===== src/rtl/fetch_sequencer.sv =====
// Instruction-fetch controller: owns the PC, holds each memory address for
// WAIT_CYCLES cycles, captures the word into a 2-entry queue feeding decode.
module fetch_sequencer #(
  parameter int unsigned                ADDR_WIDTH  = 64,
  parameter logic [ADDR_WIDTH-1:0]      RESET_PC    = '0,
  parameter int unsigned                WAIT_CYCLES = 2
) (
  input  logic                  clk,
  input  logic                  reset_n,
  input  logic                  enable,
  input  logic                  redirect_valid,
  input  logic [ADDR_WIDTH-1:0] redirect_address,
  output logic [ADDR_WIDTH-1:0] imem_address,
  input  logic [31:0]           imem_data,
  output logic                  inst_valid,
  input  logic                  inst_ready,
  output logic [31:0]           inst_data,
  output logic [ADDR_WIDTH-1:0] inst_pc,
  output logic                  fetch_error
);

  typedef enum logic [1:0] {IDLE, ACCESS, ERROR} state_t;

  localparam logic [3:0] WAIT_LOAD = 4'(WAIT_CYCLES - 1);

  state_t                r_state, w_state_next;
  logic [3:0]            r_wait;
  logic [ADDR_WIDTH-1:0] r_fetch_pc;
  logic [ADDR_WIDTH-1:0] r_q_pc   [2];
  logic [31:0]           r_q_data [2];
  logic [1:0]            r_count;
  logic                  r_error;

  logic                  w_pop, w_push, w_last, w_start;
  logic                  w_redirect, w_misaligned;
  logic [1:0]            w_occ_after, w_slot;

  assign w_last       = (r_state == ACCESS) && (r_wait == 4'd0);
  assign w_redirect   = redirect_valid && (r_state != ERROR);
  assign w_misaligned = (redirect_address[1:0] != 2'b00);
  assign w_pop        = inst_valid && inst_ready;
  assign w_push       = w_last && !w_redirect;
  assign w_occ_after  = r_count + 2'(w_push) - 2'(w_pop);
  // Slot for the incoming entry once the head has (possibly) shifted out.
  assign w_slot       = r_count - 2'(w_pop);

  always_comb begin
    w_state_next = r_state;
    w_start      = 1'b0;
    unique case (r_state)
      IDLE: begin
        if (w_redirect) begin
          w_state_next = w_misaligned ? ERROR : IDLE;
        end else if (enable && (r_count != 2'd2)) begin
          w_state_next = ACCESS;
          w_start      = 1'b1;
        end
      end
      ACCESS: begin
        if (w_redirect) begin
          w_state_next = w_misaligned ? ERROR : IDLE;
        end else if (w_last) begin
          if (enable && (w_occ_after < 2'd2)) begin
            w_start = 1'b1;
          end else begin
            w_state_next = IDLE;
          end
        end
      end
      ERROR:   w_state_next = ERROR;
      default: w_state_next = IDLE;
    endcase
  end

  always_ff @(posedge clk) begin
    if (!reset_n) r_state <= IDLE;
    else          r_state <= w_state_next;
  end

  always_ff @(posedge clk) begin
    if (!reset_n) begin
      r_wait      <= '0;
      r_fetch_pc  <= RESET_PC;
      r_count     <= '0;
      r_error     <= 1'b0;
      r_q_pc[0]   <= '0;
      r_q_pc[1]   <= '0;
      r_q_data[0] <= '0;
      r_q_data[1] <= '0;
    end else begin
      if (w_start)                                r_wait <= WAIT_LOAD;
      else if (r_state == ACCESS && r_wait != '0) r_wait <= r_wait - 4'd1;

      if (w_redirect) begin
        r_count <= '0;
        if (w_misaligned) r_error    <= 1'b1;
        else              r_fetch_pc <= redirect_address;
      end else begin
        if (w_pop) begin
          r_q_pc[0]   <= r_q_pc[1];
          r_q_data[0] <= r_q_data[1];
        end
        // A push issued after the shift overrides it when both target slot 0.
        if (w_push) begin
          r_q_pc[w_slot[0]]   <= r_fetch_pc;
          r_q_data[w_slot[0]] <= imem_data;
          r_fetch_pc          <= r_fetch_pc + ADDR_WIDTH'(4);
        end
        r_count <= w_occ_after;
      end
    end
  end

  assign imem_address = r_fetch_pc;
  assign inst_valid   = (r_count != 2'd0) && (r_state != ERROR);
  assign inst_data    = r_q_data[0];
  assign inst_pc      = r_q_pc[0];
  assign fetch_error  = r_error;

endmodule


===== config.mk =====
export PLATFORM = sky130hd
export DESIGN_NAME = fetch_sequencer
export DESIGN_NICKNAME = d
export VERILOG_FILES = /design/src/rtl/fetch_sequencer.sv
export SDC_FILE = /design/constraint.sdc
export NUM_CORES = 1
export LEC_CHECK = 0
export ABC_AREA = 1
export CAP_MARGIN = 20
export CORE_AREA = 3 3 164 166
export DETAILED_ROUTE_END_ITERATION = 7
export DIE_AREA = 0 0 167 169
export MAX_ROUTING_LAYER = met4
export PLACE_DENSITY = 0.79
export SYNTH_ARGS = -nofsm -noshare
export SYNTH_HDL_FRONTEND = slang
export SYNTH_SLANG_ARGS = --single-unit

===== constraint.sdc =====
create_clock -name clk -period 5.45 [get_ports clk]
set_input_delay 0.545 -clock clk [delete_from_list [all_inputs] [get_ports clk]]
set_output_delay 0.545 -clock clk [all_outputs]
set_load 0.005 [all_outputs]

---- After elaboration in Yosys (flattened, before gate mapping) ----
Memories as Yosys holds them, arrays and structs flattened.
Cells that the tools add are included.
operators by class
  add/sub/neg operators ................... 5
  multiply operators ...................... 0
  div/mod/pow operators ................... 0
  $lt $le $gt $ge ......................... 1
  equal/unequal tests ..................... 8
  shift-type cells ........................ 0
  muxes and demuxes ....................... 35
  bitwise operators ....................... 3
  reductions and logical operators ........ 23
operator list
  operator                                                             count
  64-bit 2-to-1 mux                                                    5
  64-bit by 3-bit adder with 64-bit output (second input constant)     1
  32-bit 2-to-1 mux                                                    2
  64-bit OR reduction                                                  1
  32-bit OR reduction                                                  1
  1-bit 2-to-1 mux                                                     20
  2-bit 2-to-1 mux                                                     6
  3-bit != test (second input constant)                                3
  1-bit logical AND                                                    8
  2-bit nonzero test                                                   4
  2-bit != test (second input constant)                                3
  2-bit one-hot mux with 3 select lines                                1
  4-bit logical NOT                                                    1
  2-bit AND reduction                                                  2
  4-bit nonzero test                                                   1
  2-bit OR reduction                                                   2
  4-bit by 1-bit subtractor with 4-bit output (second input constant)  1
  3-bit AND reduction                                                  1
  2-bit by 1-bit adder with 2-bit output                               1
  2-bit by 1-bit == test with 1-bit output (second input constant)     1
  2-bit == test (second input constant)                                1
  2-bit logical NOT                                                    1
  2-bit < comparator (second input constant)                           1
  1-bit OR                                                             2
  other kinds (5)                                                      5
storage, ports and cells
  flip-flop bits (word level) ............. 73
  latch bits .............................. 0
  bits in writable memories ............... 192
  ROM bits ................................ 0
  input bits .............................. 101
  output and inout bits ................... 162
  logic and storage cells ................. 83
  memories ................................ 2
memories
  memory    words  bits a word  read ports  clocked after memory_dff  wr ports  line  RTL
  r_q_pc    2      64           2           0                         2         29    logic [ADDR_WIDTH-1:0] r_q_pc [2];
  r_q_data  2      32           2           0                         2         30    logic [31:0] r_q_data [2];

---- Logic depth before layout (Yosys ltp) ----
  depth in word-level cells ............... 13
  mapped depth ............................ 15
  mapped depth without buffers ............ 15

---- Least setup slack after synthesis ----
Ideal clock, no wire load.
  path type ............................... register to register
  from .................................... reg r_wait[0]
  to ...................................... mem r_q_data[0][0], enable pin
  setup time .............................. 1.144 ns
  data arrival time ....................... 3.442 ns
  required time ........................... 4.306 ns
  path slack .............................. 0.865 ns
  stages on the path, launching flop included .. 10
  path buffers ............................ 1
  period minus slack after synthesis ...... 4.585 ns
  cell sequence ........................... dfxtp_1 > inv_1 > ha_1 > nand2_1 > nor2_1 > nand2_1 > inv_2 > nand3_2 > clkbuf_1 > nand3_1
RTL lines
  what                      line  RTL
  start: declaration        27    logic [3:0] r_wait;
  start signal: assignment  92    else if (r_state == ACCESS && r_wait != '0) r_wait <= r_wait - 4'd1;
  end: declaration          30

---- Worst setup path after layout ----
  from .................................... in redirect_valid
  to ...................................... reg r_fetch_pc[54], in the netlist imem_address[54]
on the way
  longest elaborated chain between the ends .. 5
  elaborated cells between the ends (all ways) .. 7
  those cells by class .................... 1 x eq/ne; 1 x mux; 5 x reduce/logical
ends and longest elaborated chain
  what                                  line  RTL
  start: declaration                    11    input logic redirect_valid,
  1-bit logical AND *                   39    assign w_redirect = redirect_valid && (r_state != ERROR);
  1-bit logical NOT                     42    assign w_push = w_last && !w_redirect;
  1-bit logical AND                     42
  2-bit nonzero test (no source line)   --
  2-bit AND reduction (no source line)  --
  end signal: assignment                97    else r_fetch_pc <= redirect_address;
  end signal: assignment                107   r_fetch_pc <= r_fetch_pc + ADDR_WIDTH'(4);
  end: declaration                      28    logic [ADDR_WIDTH-1:0] r_fetch_pc;
Mark *: on every way between the ends. The rest lies on a longest branch, timed or not.
A chain may end at the register's enable or synchronous reset.

==> results.json <==
{
  "cap_violations": 0,
  "area_delta_synth_final_pct": 28.1,
  "power.total_mw": 4.64,
  "grt_pass1_vias": 11200,
  "slew_violations": 0,
  "critPathRequiredTime_ps": 5900,
  "yosysSeqAreaShare_pct": 54.8,
  "drive_above_1_share_pct": 4.47,
  "critPathArrivalTime_ps": 3670,
  "grt_pass1_wl_um": 64100,
  "wl_um": 42300,
  "ctsLongestPathBuffers": 3,
  "synth.avg_cell_area_sq_um": 8.32,
  "hold_viol_final": 0,
  "groute.usage.overall_pct": 29.8,
  "rows": 59,
  "synth.cell_area_sq_um": 13200,
  "ys_types": 40,
  "dp_hpwl_um": 31100,
  "drc": 0,
  "min_path_type": "reg2reg",
  "synth_top_area_cell": "edfxtp_1",
  "synth_area_leaders": "edfxtp_1 44%, dfxtp_1 11%, nand2_1 8.7%, nor2_1 8.3%, nand3_1 6.4%",
  "io_buffers": 262,
  "layout_common_cells": "303 x nand2_1, 290 x nor2_1, 262 x clkdlybuf4s50_1",
  "min_period_ps": 3220,
  "synth_top_cell_area_share_pct": 43.8,
  "final_nets": 1917,
  "status": "finished, final reports clean",
  "slowest_stage": "nand2_2",
  "grt_start_max_net_pins": 193,
  "grt_setup_unrepaired": "no",
  "cts-root-buf": "clkbuf_16",
  "r2r_setup_slack_ps": 2280,
  "gp_congestion": 0.963,
  "die_w_um": 167,
  "n_antenna_cell": 0,
  "fill_cells": 2186,
  "clkSinkCount": 265,
  "path_buf_inv": 4,
  "pre_cts_slack_ps": 1760,
  "cp-end-kind": "register",
  "period_share_pct": 59.1,
  "vias": 11900,
  "antenna_found_initial": 0,
  "ctsResizeCount": 0,
  "p_per_area_nw_per_um2": 275,
  "cts_tree": "done",
  "critPathMaxFanout": 59,
  "path_delay_family": "buffers and inverters",
  "yosysWarnings": 0,
  "finalSetupViolations": 0,
  "io_pins": 263,
  "syn-num-nets": 1689,
  "drtPass1Iterations": 6,
  "multi_input_area_sq_um": 4970,
  "synthCells": 1584,
  "drt-initial-drc-count": 1330,
  "grt_overflow": 0,
  "initial_utilization_pct": 51.1,
  "slew_headroom_pct": 27.7,
  "fin_setup_tns_ps": 0,
  "start_kind": "input pin",
  "ys_ff_latch": 265,
  "p_leak_nw": 6.02,
  "worst-setup-path-type": "in2reg",
  "fp.dieH_um": 169,
  "finalWorstSetupSlack_ps": 2230,
  "dieArea_sq_um": 28200,
  "worst_skew_pair.late_latency_ps": 550,
  "ctsHoldBuffers": 0,
  "max_stage_delay_ps": 630,
  "via_per_inst": 5.48,
  "worst_pin_slew_ps": 1080,
  "placeableCoreArea_sq_um": 25800,
  "htreeDepth": 1,
  "ir_drop_mv": 0.217,
  "path_cells": "clkdlybuf4s50_1 -> nand2_2 -> inv_2 -> nand3_2 -> nand2_2 -> inv_2 -> buf_4 -> nor2_1 -> nand2_1 -> a21oi_1",
  "post_cts_buffers": 0,
  "skew_ps": 20.9,
  "post_drt_wl_per_cell_um": 19.5,
  "clkTransAtPathRegs_ps": 60,
  "cts-buffers-inserted": 28,
  "timing.fmax_ghz": 0.310,
  "layout_commonest_cell": "nand2_1",
  "ant_nets": 0,
  "area.sequential_sq_um": 7230
}
==> worst register-to-register path, delay by kind of cell (launching register included) <==
kind                   cells  cell delay, ps
flip-flops                 1             330
buffers and inverters      4            1340
AO/OA/AOI/OAI              1             130
AND/OR/NAND/NOR            6            1270
==> cells by family after synthesis <==
group / synth area share (%)
DFF: 54.8
adders and majority gates: 0.380
and+or+nand+nor: 26.1
AOI/OAI and AO/OA: 9.77
xor gates and xnor gates: 1.25
buffers and inverters: 7.66
==> per-stage QoR <==
stage	cell area (sq um)	instances	util [%]	hold slack (ps)
floorplan	13200	1584	-	463
global placement	16000	2116	62.0	452
detailed placement	16000	2116	62.0	453
CTS	16900	2168	65.4	481
global route	16900	2169	65.5	524
finish	16900	2169	65.5	484
==> final cells by class <==
class                   count  area share [%]
flip-flops and latches    265            42.8
repair buffers            273            16.3
clock buffers              37            4.48
well taps                 335            2.48
multi-input cells        1077            29.4
inverters                 167            3.71
clock inverters            15           0.771
==> per-layer routing <==
layer	vias to the layer above	routed length (um)	track usage [%]	share of wire (%)
li1	5724	-	-	-
met1	5512	18300	41.1	43
met2	570	19100	46.1	45
met3	79	3600	4.88	8.5
met4	0	1340	8.90	3.2
met5	-	0	-	0
==> cell usage after synthesis <==
| cell type | n |
|---|---|
| o21a_1 | 2 |
| o31ai_1 | 1 |
| nor2_2 | 9 |
| o21a_4 | 1 |
| edfxtp_1 | 192 |
| buf_2 | 48 |
| clkbuf_1 | 12 |
| nand4_2 | 1 |
| ha_1 | 4 |
| nand2_2 | 5 |
| inv_1 | 162 |
| xor2_1 | 17 |
| a21oi_1 | 68 |
| o2111ai_1 | 1 |
| a221oi_1 | 2 |
| o211ai_1 | 6 |
| o22ai_1 | 3 |
| clkinv_1 | 1 |
| o21ai_1 | 100 |
| dfxtp_1 | 73 |
| o21ai_0 | 43 |
| nand3b_1 | 2 |
| nand2_1 | 305 |
| nor3_1 | 6 |
| nand3_1 | 169 |
| a31oi_1 | 2 |
| nor2_4 | 4 |
| nor2_1 | 290 |
| inv_2 | 4 |
| or2_2 | 1 |
| o21bai_1 | 9 |
| nand3b_4 | 1 |
| buf_4 | 7 |
| buf_1 | 6 |
| a211oi_1 | 2 |
| o221ai_1 | 1 |
| buf_6 | 2 |
| nand3_2 | 3 |
| nand4_1 | 18 |
| xor2_2 | 1 |
==> where the power goes <==
part	total [mW]	switching, mW	internal (mW)	leakage, nW
combinational	0.480	0.256	0.224	3.02
sequential	2.31	0.0643	2.24	2.58
clock	1.85	0.781	1.07	0.425
total	4.64	1.10	3.54	6.02
==> worst paths after layout <==
check	from	endpoint	cells after the start
max	redirect_valid	imem_address[54]	10
min	fetch_error	fetch_error	1
min reg2reg	fetch_error	fetch_error	1
max reg2reg	r_state[0]	imem_address[54]	11
==> state kept, by name, summed over array words and instances (netlist names) <==
name	count
fetch_error	1
r_q_pc	128
imem_address	64
r_state	2
r_q_data	64
r_count	2
r_wait	4
No activity file was read; power rests on OpenSTA's default activity.
==> patch: new RTL, same settings <==
Change the parameter `ADDR_WIDTH` from 64 to 60.
--- a/src/rtl/fetch_sequencer.sv
+++ b/src/rtl/fetch_sequencer.sv
@@ -2,5 +2,5 @@
 // WAIT_CYCLES cycles, captures the word into a 2-entry queue feeding decode.
 module fetch_sequencer #(
-  parameter int unsigned                ADDR_WIDTH  = 64,
+  parameter int unsigned                ADDR_WIDTH  = 60,
   parameter logic [ADDR_WIDTH-1:0]      RESET_PC    = '0,
   parameter int unsigned                WAIT_CYCLES = 2
Interface: changed (resized imem_address, inst_pc and redirect_address); port bits go from 263 to 251. No check against the original RTL was run, so the function may have changed too.
==> patch against the unedited design <==
Synthesized area is 2.3% lower. Die area stayed put. Routed wire length down 9.3%. Sequential cell count shrank 12. Critical path depth is 1 higher. Setup slack gained 4.8 ps. Total power down 1.3%. Cell area is 2.9% lower.
==> patch: results (changes against the unedited design) <==
- Status: complete, no violations
- Yosys warns: 0 (unchanged)
- Global placer's final weighted congestion: 0.953 (-1.1%)
- Sequential share of the synthesized area: 0.536 (-0.0121)
- Setup bufs post-CTS: 0 (unchanged)
- Met3 Resource Use GR: 0.0409 (-0.00794)
- Placed inst area: 15400 um^2 (-3.4%)
- Met2 Track Usage GR: 0.439 (-0.0218)
- Worst Skew: 14.7 ps (-6.27 ps)
- Worst hold path type: reg -> reg
- Pin count of the biggest net entering global routing: 111 (-42%)
- Final cell count without fillers: 2075 (-4.3%)
- CP endpoint: r_q_data[0][4]$_DFFE_PP_
- Commonest cells post-synth: 310 x nand2_1, 186 x nor2_1, 184 x edfxtp_1, 152 x nand3_1, 150 x inv_1
- I/O Buffers: 250 (-4.6%)
- Synthesized Nets: 1600 (-5.3%)
- Starting Density: 0.500 (-0.0116)
- Num CTS Buffers: 27 (-3.6%)
- Clock Power Share: 0.434 (+0.035)
- EDFF count, synth: 184 (-4.2%)
- Synth Flop Type: edfxtp_1
- Vias per inst: 5.45 (-0.59%)
- Worst path arrival time: 3590 ps (-80 ps)
- Psw: 1.02 mW (-6.9%)
- CP delay by family, top: buffers and inverters
- Grt met1 use: 0.348 (-0.0626)
- Number of flip-flops in the largest register: 120 (-6.3%)
- Final worst-path cycle share: 0.590 (-0.000875)
- CTS Root Cell: clkbuf_16
- CP Max Fanout: 110 (+86%)
- First-pass GRT wire length: 58600 um (-8.5%)
- Vias in the first global route: 10.6k (-5.7%)
- Critical path class: reg -> reg
- Dpl cells: 2023 (-4.4%)
- Actual slew at the worst max-slew pin: 1090 ps (+9.45 ps)
- Pre-CTS setup slack: 1870 ps (+112 ps)
- Distinct cells, synth: 40 (unchanged)
- Worst reg2reg startpoint: r_wait[0]$_SDFFE_PN0P_
- Total wire length: 38400 um (-9.3%)
- Leakage Power: 5.69 nW (-5.5%)
- Final net count: 1819 (-5.1%)
- Clk buf depth: 3 (unchanged)
- Slowest stage delay, CP: 890 ps (+260 ps)
- GRT Total Usage: 0.267 (-0.0308)
- R2r setup slk: 2230 ps (-50 ps)
- Antenna violations before repair: 1 (+1)
- # H-tree levels: 1 (unchanged)
- Internal cell power: 3.55 mW (+0.49%)
- Drt first pass iters: 6 (unchanged)
- Seq pwr share: 0.477 (-0.021)
- DRT iter0 DRCs: 1100 (-17%)
- VDD IR max: 0.200 mV (-8.0%)
- Worst path slowest cell: buf_4
- Avg Inst Size Synth: 8.60 um^2 (+3.3%)
- Post-DP HPWL: 27200 um (-12%)
- R2r worst-path depth: 11 (unchanged)
- Fraction of layout cells with a size suffix above 1: 0.0903 (+0.0456)
- Top reg by flops: r_q_pc
- Synth area leaders: edfxtp_1 43%, dfxtp_1 11%, nand2_1 9.0%
## patch: cell families (layout without fill, tap and decap cells)
family	Yosys count	in the layout	share of synthesized area
compound gates	238	238	0.0965
xor+xnor	9	9	0.00670
fa+ha+maj	5	5	0.00486
buf+inv	230	470	0.0858
flops	253	253	0.536
mux	1	1	0.000777
other cells	0	2	0
simple gates	762	762	0.269
## patch: worst reg2reg max path, delay by kind of cell, from the launching register on
family	cells	cell delay (ps)
buffers and inverters	4	1630
flip-flops	1	340
AO/OA/AOI/OAI	1	170
adder cells (fa/ha/maj)	1	200
AND/OR/NAND/NOR	5	710
## patch: worst min-delay path by stage
stage	slack (ps)	endpoint	depth (start not counted)	from
final	490	fetch_error$_SDFFE_PN0P_	1	fetch_error$_SDFFE_PN0P_
after CTS	490	fetch_error$_SDFFE_PN0P_	1	fetch_error$_SDFFE_PN0P_
after detailed placement	470	fetch_error$_SDFFE_PN0P_	1	fetch_error$_SDFFE_PN0P_
after global placement	490	fetch_error$_SDFFE_PN0P_	1	fetch_error$_SDFFE_PN0P_
after floorplan	460	imem_address[0]$_SDFFE_PN0P_	2	imem_address[0]$_SDFFE_PN0P_
after global routing	500	fetch_error$_SDFFE_PN0P_	1	fetch_error$_SDFFE_PN0P_
## patch: final cells by class
class	instances	area [um^2]
Clock buffer	37	733
Fill cell	2163	9380
Sequential cell	253	6910
Tap cell	335	419
Multi-Input combinational cell	1015	4900
Clock inverter	13	224
Timing Repair Buffer	262	2610
Inverter	158	593
Antenna cell	2	5.00
## patch: per-layer routing
| layer | vias to the layer above | routed length [um] |
|---|---|---|
| met5 | - | 0 |
| met2 | 531 | 18500 |
| li1 | 5411 | - |
| met1 | 5276 | 15700 |
| met3 | 85 | 3020 |
| met4 | 0 | 1150 |
